`config.mk`:
```
export PLATFORM = sky130hd
export DESIGN_NAME = fetch_queue_unit_flat
export DESIGN_NICKNAME = d
export VERILOG_FILES = /design/src/rtl/riscv_if_pkg.sv /design/src/rtl/fetch_queue_unit_if.sv /design/src/rtl/fetch_queue_unit_fifo.sv /design/src/rtl/fetch_queue_unit.sv /design/src/flat_wrapper.sv
export SDC_FILE = /design/constraint.sdc
export NUM_CORES = 1
export LEC_CHECK = 0
export BUFFER_PORTS_ARGS = -buffer_cell sky130_fd_sc_hd__buf_2
export CAP_MARGIN = 20
export CORE_MARGIN = 1
export CORE_UTILIZATION = 30
export DETAILED_ROUTE_END_ITERATION = 8
export GPL_ROUTABILITY_DRIVEN = 0
export GPL_TIMING_DRIVEN = 0
export HOLD_SLACK_MARGIN = 0.05
export PLACE_DENSITY = 0.51
export SYNTH_ARGS = -nofsm -noshare
export SYNTH_HDL_FRONTEND = slang
export SYNTH_HIERARCHICAL = 1
export SYNTH_SLANG_ARGS = --single-unit
export TNS_END_PERCENT = 1
```
`constraint.sdc`:
```
create_clock -name clk -period 4.2 [get_ports clk]
set_clock_uncertainty 0.05 [all_clocks]
set_input_delay 0.42 -clock clk [delete_from_list [all_inputs] [get_ports clk]]
set_output_delay 0.42 -clock clk [all_outputs]
set_load 0.01 [all_outputs]
```
`src/rtl/riscv_if_pkg.sv`:
```
// Shared fetch-side types and defaults: widths, reset PC, the idle NOP
// encoding and the {pc, insn} queue entry.
package riscv_if_pkg;

  localparam int          XLEN_DEFAULT     = 32;
  localparam logic [31:0] RESET_PC_DEFAULT = 32'h0000_0000;
  // addi x0, x0, 0 -- presented on inst whenever the head is not valid
  localparam logic [31:0] NOP_INSN         = 32'h0000_0013;

  typedef struct packed {
    logic [XLEN_DEFAULT-1:0] pc;
    logic [XLEN_DEFAULT-1:0] insn;
  } fetch_entry_t;

endpackage

```
`src/rtl/fetch_queue_unit_if.sv`:
```
// Fetch bus bundle: ROM read port plus the valid/ready decode handshake.
// master = fetch unit, slave = ROM/decode side.
interface fetch_queue_unit_if
  import riscv_if_pkg::*;
#(
  parameter int XLEN   = XLEN_DEFAULT,
  parameter int ROM_AW = 6
);
  logic [ROM_AW-1:0] rom_addr;
  logic [XLEN-1:0]   rom_data;
  logic              inst_valid;
  logic              inst_ready;
  logic [XLEN-1:0]   inst;
  logic [XLEN-1:0]   inst_pc;

  modport master (
    output rom_addr, inst_valid, inst, inst_pc,
    input  rom_data, inst_ready
  );

  modport slave (
    input  rom_addr, inst_valid, inst, inst_pc,
    output rom_data, inst_ready
  );
endinterface

```
`src/rtl/fetch_queue_unit_fifo.sv`:
```
// fetch_fifo: synchronous power-of-2 FIFO with a synchronous clear.
// The caller guarantees no push into a full FIFO without a same-cycle pop.
module fetch_fifo
  import riscv_if_pkg::*;
#(
  parameter int  DEPTH = 4,
  parameter type T     = fetch_entry_t,
  localparam int CW    = $clog2(DEPTH+1)
) (
  input  logic          clk,
  input  logic          clear,
  input  logic          push,
  input  logic          pop,
  input  T              din,
  output logic [CW-1:0] count,
  output T              head
);
  localparam int PW = $clog2(DEPTH);

  T                mem_q [DEPTH];
  logic [PW-1:0]   wp_q, rp_q;
  logic [CW-1:0]   cnt_q;

  // Pointer/count bookkeeping; clear wins over any push/pop
  always_ff @(posedge clk) begin
    if (clear) begin
      wp_q  <= '0;
      rp_q  <= '0;
      cnt_q <= '0;
    end else begin
      if (push) wp_q <= wp_q + 1'b1;
      if (pop)  rp_q <= rp_q + 1'b1;
      cnt_q <= cnt_q + CW'(push) - CW'(pop);
    end
  end

  // Storage; contents need no reset because the count masks stale words
  always_ff @(posedge clk) begin
    if (push && !clear) mem_q[wp_q] <= din;
  end

  assign head  = mem_q[rp_q];
  assign count = cnt_q;

endmodule

```
`src/rtl/fetch_queue_unit.sv`:
```
// fetch_queue_unit: fetch PC, ROM read and a decoupling queue to decode.
// Redirect flushes the queue and reloads the PC. Optional same-cycle
// bypass of an empty queue is enabled with `define FETCH_QUEUE_BYPASS_EN.
module fetch_queue_unit
  import riscv_if_pkg::*;
#(
  parameter int          XLEN        = XLEN_DEFAULT,
  parameter int          ROM_DEPTH   = 64,
  parameter int          QUEUE_DEPTH = 4,
  parameter logic [XLEN-1:0] RESET_PC = XLEN'(RESET_PC_DEFAULT),
  localparam int         ROM_AW      = $clog2(ROM_DEPTH),
  localparam int         OW          = $clog2(QUEUE_DEPTH+1)
) (
  input  logic              clk,
  input  logic              reset,
  input  logic              fetch_en,
  input  logic              redirect_valid,
  input  logic [XLEN-1:0]   redirect_pc,
  output logic              flush,
  output logic [OW-1:0]     occupancy,
  fetch_queue_unit_if.master bus
);
  typedef struct packed {
    logic [XLEN-1:0] pc;
    logic [XLEN-1:0] insn;
  } entry_t;

  logic [XLEN-1:0] pc_q, pc_d;
  logic [OW-1:0]   count;
  entry_t          fifo_head, head, fetched;
  logic            full, enq, deq, push, pop, byp;

  assign fetched = '{pc: pc_q, insn: bus.rom_data};
  assign full    = (count == OW'(QUEUE_DEPTH));

`ifdef FETCH_QUEUE_BYPASS_EN
  // Empty queue: hand the word being fetched straight to decode
  assign byp = (count == '0) & fetch_en & ~redirect_valid;
`else
  assign byp = 1'b0;
`endif

  assign head           = byp ? fetched : fifo_head;
  assign bus.inst_valid = byp | ((count != '0) & ~redirect_valid);
  assign deq            = bus.inst_valid & bus.inst_ready;
  // A same-cycle dequeue frees a slot, so a full queue can still accept
  assign enq            = fetch_en & ~redirect_valid & (~full | deq);
  // A bypassed word that is consumed never touches the queue
  assign push           = enq & ~(byp & bus.inst_ready);
  assign pop            = deq & ~byp;

  // Next PC: redirect beats sequential advance; stall holds
  always_comb begin
    pc_d = pc_q;
    if (redirect_valid)  pc_d = {redirect_pc[XLEN-1:2], 2'b00};
    else if (enq)        pc_d = pc_q + XLEN'(4);
  end

  // PC register
  always_ff @(posedge clk) begin
    if (reset) pc_q <= RESET_PC;
    else       pc_q <= pc_d;
  end

  fetch_fifo #(.DEPTH(QUEUE_DEPTH), .T(entry_t)) u_fifo (
    .clk   (clk),
    .clear (reset | redirect_valid),
    .push  (push),
    .pop   (pop),
    .din   (fetched),
    .count (count),
    .head  (fifo_head)
  );

  assign bus.rom_addr = pc_q[ROM_AW+1:2];
  assign bus.inst     = bus.inst_valid ? head.insn : XLEN'(NOP_INSN);
  assign bus.inst_pc  = bus.inst_valid ? head.pc   : '0;
  assign flush        = redirect_valid;
  assign occupancy    = count;

endmodule

```
`src/flat_wrapper.sv`:
```
// flat-port wrapper written by rule: the top's interface ports become plain ports
module fetch_queue_unit_flat import riscv_if_pkg::*;
#(
  parameter int          XLEN        = XLEN_DEFAULT,
  parameter int          ROM_DEPTH   = 64,
  parameter int          QUEUE_DEPTH = 4,
  parameter logic [XLEN-1:0] RESET_PC = XLEN'(RESET_PC_DEFAULT),
  localparam int         ROM_AW      = $clog2(ROM_DEPTH),
  localparam int         OW          = $clog2(QUEUE_DEPTH+1)
)
  (clk, reset, fetch_en, redirect_valid, redirect_pc, flush, occupancy, bus_rom_addr, bus_inst_valid, bus_inst, bus_inst_pc, bus_rom_data, bus_inst_ready);
  fetch_queue_unit_if #(.XLEN(XLEN)) bus_i ();
  input  logic clk;
  input  logic reset;
  input  logic fetch_en;
  input  logic redirect_valid;
  input  logic [XLEN-1:0] redirect_pc;
  output logic flush;
  output logic [OW-1:0] occupancy;
  output wire logic [$bits(bus_i.rom_addr)-1:0] bus_rom_addr;
  output wire logic [$bits(bus_i.inst_valid)-1:0] bus_inst_valid;
  output wire logic [$bits(bus_i.inst)-1:0] bus_inst;
  output wire logic [$bits(bus_i.inst_pc)-1:0] bus_inst_pc;
  input wire logic [$bits(bus_i.rom_data)-1:0] bus_rom_data;
  input wire logic [$bits(bus_i.inst_ready)-1:0] bus_inst_ready;
  assign bus_rom_addr = bus_i.rom_addr;
  assign bus_inst_valid = bus_i.inst_valid;
  assign bus_inst = bus_i.inst;
  assign bus_inst_pc = bus_i.inst_pc;
  assign bus_i.rom_data = bus_rom_data;
  assign bus_i.inst_ready = bus_inst_ready;
  fetch_queue_unit #(.XLEN(XLEN), .ROM_DEPTH(ROM_DEPTH), .QUEUE_DEPTH(QUEUE_DEPTH), .RESET_PC(RESET_PC)) u_core (.clk(clk), .reset(reset), .fetch_en(fetch_en), .redirect_valid(redirect_valid), .redirect_pc(redirect_pc), .flush(flush), .occupancy(occupancy), .bus(bus_i));
endmodule
```
# Word-level counts from Yosys, hierarchy flattened
# Memory sizes are Yosys's and may differ from the RTL's. A register that Yosys moved wholly into a read port is not among the register bits.
# Index checks and enable logic that the tools add are counted.
# classes
n_eq_ne,1
n_div,0
bitwise_logic,8
shift,0
magnitude_cmp,0
muxes,8
reduce_logical,5
mul,0
addsub,5
# ops
operator,n
32-bit two-way mux,4
32-bit by 3-bit adder with 32-bit output (second input constant),1
2-bit by 1-bit adder with 2-bit output (second input constant),2
1-bit bitwise AND,4
2-bit two-way mux,2
3-bit by 1-bit adder with 3-bit output,1
3-bit == test (second input constant),1
3-bit nonzero test,1
3-bit by 1-bit subtractor with 3-bit output,1
1-bit two-way mux,2
1-bit NOT,2
1-bit OR,2
2-bit nonzero test,1
2-bit OR reduction,1
1-bit logical AND,1
1-bit zero test,1
# totals
mem_bits_rw,256
rom_bits,0
n_memories,1
in_bits,69
ff_bits,39
out_inout_bits,75
latch_bits,0
# mem_list
name,words,width,read_ports,rd_ports_with_merged_regs,wr,line,text
u_core.u_fifo.mem_q,4,64,1,1,1,fetch_queue_unit_fifo.sv:20,T mem_q [DEPTH];

# Depth between registers and ports, before layout
# depth
depth_word,8
depth_mapped,9

# Modules after synthesis
# The synthesis kept the hierarchy.
# by_module_without_submodules
mod,instances,area_per_inst_um2,cells_each
fetch_fifo,1,9748.1,376
fetch_queue_unit,1,2437.3,325

# Worst setup path before layout
# Ideal clock, no wire load.
# synth_path
kind,input port to flip-flop
from,input port fetch_en
to,memory u_core/u_fifo/mem_q[0][0] (netlist name) (enable)
arrival_ns,2.718
setup_time_ns,0.429
n_path_buf,1
slack_ns,1.004
required_time_ns,3.721
stages,6
cell_sequence,buf_4 nor2b_1 nand2_1 inv_1 nor2b_1 and2_1
# synth_via
elab_chain_cells,5
# synth_lines
element,line,text
from (decl),flat_wrapper.sv:15,input logic fetch_en;
1-bit bitwise AND (2 in series),fetch_queue_unit.sv:47,assign enq = fetch_en & ~redirect_valid & (~full | deq);
net u_core.enq,fetch_queue_unit.sv:31,"logic full, enq, deq, push, pop, byp;"
1-bit logical AND,fetch_queue_unit_fifo.sv:39,if (push && !clear) mem_q[wp_q] <= din;
1-bit two-way mux,fetch_queue_unit_fifo.sv:39,
1-bit two-way mux (not written as such),fetch_queue_unit_fifo.sv:39,
to (decl),fetch_queue_unit_fifo.sv:20,
# The timed path passes the listed nets, and every way through them passes these cells.

# Worst setup path after layout
# layout_path
from,"register u_core.u_fifo.cnt_q[1], in the netlist u_core/u_fifo/count[1]"
to,output port bus_inst_pc[30]
# layout_via
elab_chain_cells,3
# layout_lines
element,line,text
from (decl),fetch_queue_unit_fifo.sv:22,logic [CW-1:0] cnt_q;
from (signal assigned),fetch_queue_unit_fifo.sv:33,cnt_q <= cnt_q + CW'(push) - CW'(pop);
3-bit nonzero test,fetch_queue_unit.sv:44,assign bus.inst_valid = byp | ((count != '0) & ~redirect_valid);
1-bit bitwise AND,fetch_queue_unit.sv:44,
32-bit two-way mux,fetch_queue_unit.sv:77,assign bus.inst_pc = bus.inst_valid ? head.pc : '0;
to (decl),flat_wrapper.sv:23,output wire logic [$bits(bus_i.inst_pc)-1:0] bus_inst_pc;
# No other way between the ends.

==> impl_metrics.yaml <==
floorplan:
  ios: 144
  rows: 73
  fp.dieW_microns: 204
  core_sq_mm: 0.0399
  die_area_sq_mm: 0.0414
  chipHeight_microns: 204
  start_util: 0.305
critical_path:
  start_kind: "register"
  crit_chain: "nor3_1, nor2_1, clkbuf_1, and2_1, buf_2"
  arrival_ns: 2.87
  critical_path_required_ns: 3.73
  crit_type: "reg2out"
  crit_slowest_cell: "nor3_1"
  critPathMaxStageDelay_ns: 0.71
  reg2reg_depth: 9
  path_max_fanout: 10
  end_kind: "output port"
yosys:
  synth_flop_cell: "edfxtp_1"
  avgSynthCellArea_sq_um: 17.4
  syn_inst: 701
  netlist_area_sq_mm: 0.0122
  synth_edf_count: 256
  synth_cell_types: 62
  ys_seq_area_frac: 0.695
  yosys_warnings: 6
  synth-async-reset-ratio: 0
  ys_ff_latch: 295
power:
  p_leak_uw: 0.00504
  peakVddDrop_uv: 194
  power_density_mw_per_mm2: 436
  finalPower_uw: 6470
sta:
  setup_violations: 0
  min_period_ns: 3.34
  hold_violations: 0
  layout_setup_ws_ns: 0.857
  rsz0062_at_grt: "no"
  maxSlewHeadroom: 0.383
  min_period_over_period: 0.796
  fmax_ghz: 0.299
  hold_ws_ns: 0.0784
  tightestPinTransition_ns: 0.921
  maxSlewViolCount: 0
routing:
  via_per_inst: 4.90
  routed_wl_microns: 29600
  vias: 7066
  routedWlPerCell_microns: 20.5
  drt_pass1_iterations: 5
  drt_iter0_drc: 417
  antenna_left: 0
  drc: 0
min_path:
  hold_depth: 1
  hold_class: "in2reg"
clock_network:
  clk_path_buf_depth: 3
  htreeDepth: 2
  cts_tree: "built"
  cts-root-buf: "clkbuf_16"
  cts_resized: 0
  clock-sinks: 295
  numCtsBuffers: 36
  clk_latency_ns: 0.51
  clkSlewWorstSetupHoldPaths_ns: 0.06
global_route:
  grt_pass1_wl_microns: 44600
  grt_overflow: 0
  grt_max_degree: 51
  track_usage: 0.145
  antenna_found_initial: 0
  grt_pass1_vias: 7183
outcome:
  status: "completed"
layout:
  fin_util: 0.372
  syn_to_final_growth_pct: 21.7
  antenna_cells: 0
  final_cell_mix: "256 x edfxtp_1, 149 x buf_2, 65 x and2_1, 60 x mux4_2, 39 x dfxtp_1"
  layout_commonest_cell: "edfxtp_1"
  drive_gt1_frac: 0.318
  layout.nets: 968
  finalNonFillerCells: 1442
  fillers: 3760
placement:
  dp.cells: 1377
  dp_slack_ns: 0.995
  port_buffers: 140
  hpwl_microns: 19400
flow_run:
  maxCapViolCount: 0
## report_power, final
group | switching (uW) | internal, uW
clock network | 1160 | 1770
registers | 56.3 | 3220
logic | 144 | 112
## layer usage
layer / up-vias / GRT usage / wire, microns
met3: 53 / 0.0260 / 1700
met4: 0 / 0.0432 / 681
li1: 3189 / - / -
met1: 3602 / 0.201 / 13200
met2: 222 / 0.232 / 14100
met5: - / 0 / 0
## sequential cells by signal, summed over array words and instances, names as in the netlist, named ones only
| name | flops |
|---|---|
| u_core/pc_q | 30 |
| u_core/u_fifo/count | 3 |
| u_core/u_fifo/rp_q | 2 |
| u_core/u_fifo/wp_q | 2 |
| u_core/u_fifo/mem_q | 256 |
## final timing paths
path         slack (ns)                    from                         to
max                0.86  u_core/u_fifo/count[1]            bus_inst_pc[30]
min reg2reg        0.50   u_core/u_fifo/rp_q[1]      u_core/u_fifo/rp_q[1]
min                0.08         bus_rom_data[4]  u_core/u_fifo/mem_q[3][4]
max reg2reg        1.05  u_core/u_fifo/count[1]     u_core/u_fifo/count[2]
## cells by family after synthesis
family                     count (synthesis)  share of synthesized area
other                                      1                   0.000308
AOI/OAI and AO/OA                         59                     0.0389
DFF                                      295                      0.695
xor gates and xnor gates                   9                    0.00770
muxes                                     66                      0.121
adders and majority gates                  8                    0.00883
buffers and inverters                     60                     0.0312
and+or+nand+nor                          203                     0.0969
## critical path: cells and delay by family, from the launching register on
family / cells / cell delay, ns
flops: 1 / 0.38
simple gates: 3 / 1.45
buf+inv: 2 / 0.54
## cells in the mapped netlist, types with 5 or more instances
master / number / area (sq um)
nand3_1: 15 / 75.1
mux4_2: 60 / 1350
nor4_1: 6 / 37.5
and2_1: 69 / 432
clkbuf_1: 17 / 63.8
edfxtp_1: 256 / 7690
buf_2: 9 / 45.0
nor2_1: 26 / 97.6
inv_1: 15 / 56.3
dfxtp_1: 39 / 781
a31oi_1: 9 / 56.3
and3_1: 5 / 31.3
o211ai_1: 6 / 45.0
o31ai_1: 8 / 60.1
nand2_1: 25 / 93.8
or4_1: 9 / 67.6
nand4_1: 13 / 81.3
a211oi_1: 7 / 52.6
or3_1: 8 / 50.1
buf_12: 6 / 120
nor2b_1: 6 / 37.5
buf_4: 8 / 60.1
and4_1: 7 / 61.3
ha_1: 7 / 87.6
## per-stage QoR
| stage | instance area (sq um) | TNS (ns) |
|---|---|---|
| 2_1_floorplan | 12200 | 0 |
| 3_3_place_gp | 13600 | -241.51 |
| 3_5_place_dp | 13700 | 0 |
| 4_1_cts | 14800 | 0 |
| 5_1_grt | 14800 | 0 |
| 6_report | 14800 | 0 |
## final cells by class
class,instances,area [sq um],area share
buffer,44,320,0.0216
sequential,295,8470,0.571
multi-input combinational,353,3370,0.227
tap,525,657,0.0443
clock buffer,45,976,0.0658
clock inverter,19,154,0.0104
inverter,16,60.1,0.00405
timing repair buffer,145,821,0.0553
## timing repair
| item | in CTS | in global routing |
|---|---|---|
| setup buffers | 0 | 0 |
| hold buffers | 1 | 0 |
| endpoints found under the hold margin | 2 | 0 |
(Power assumes the default switching activity.)
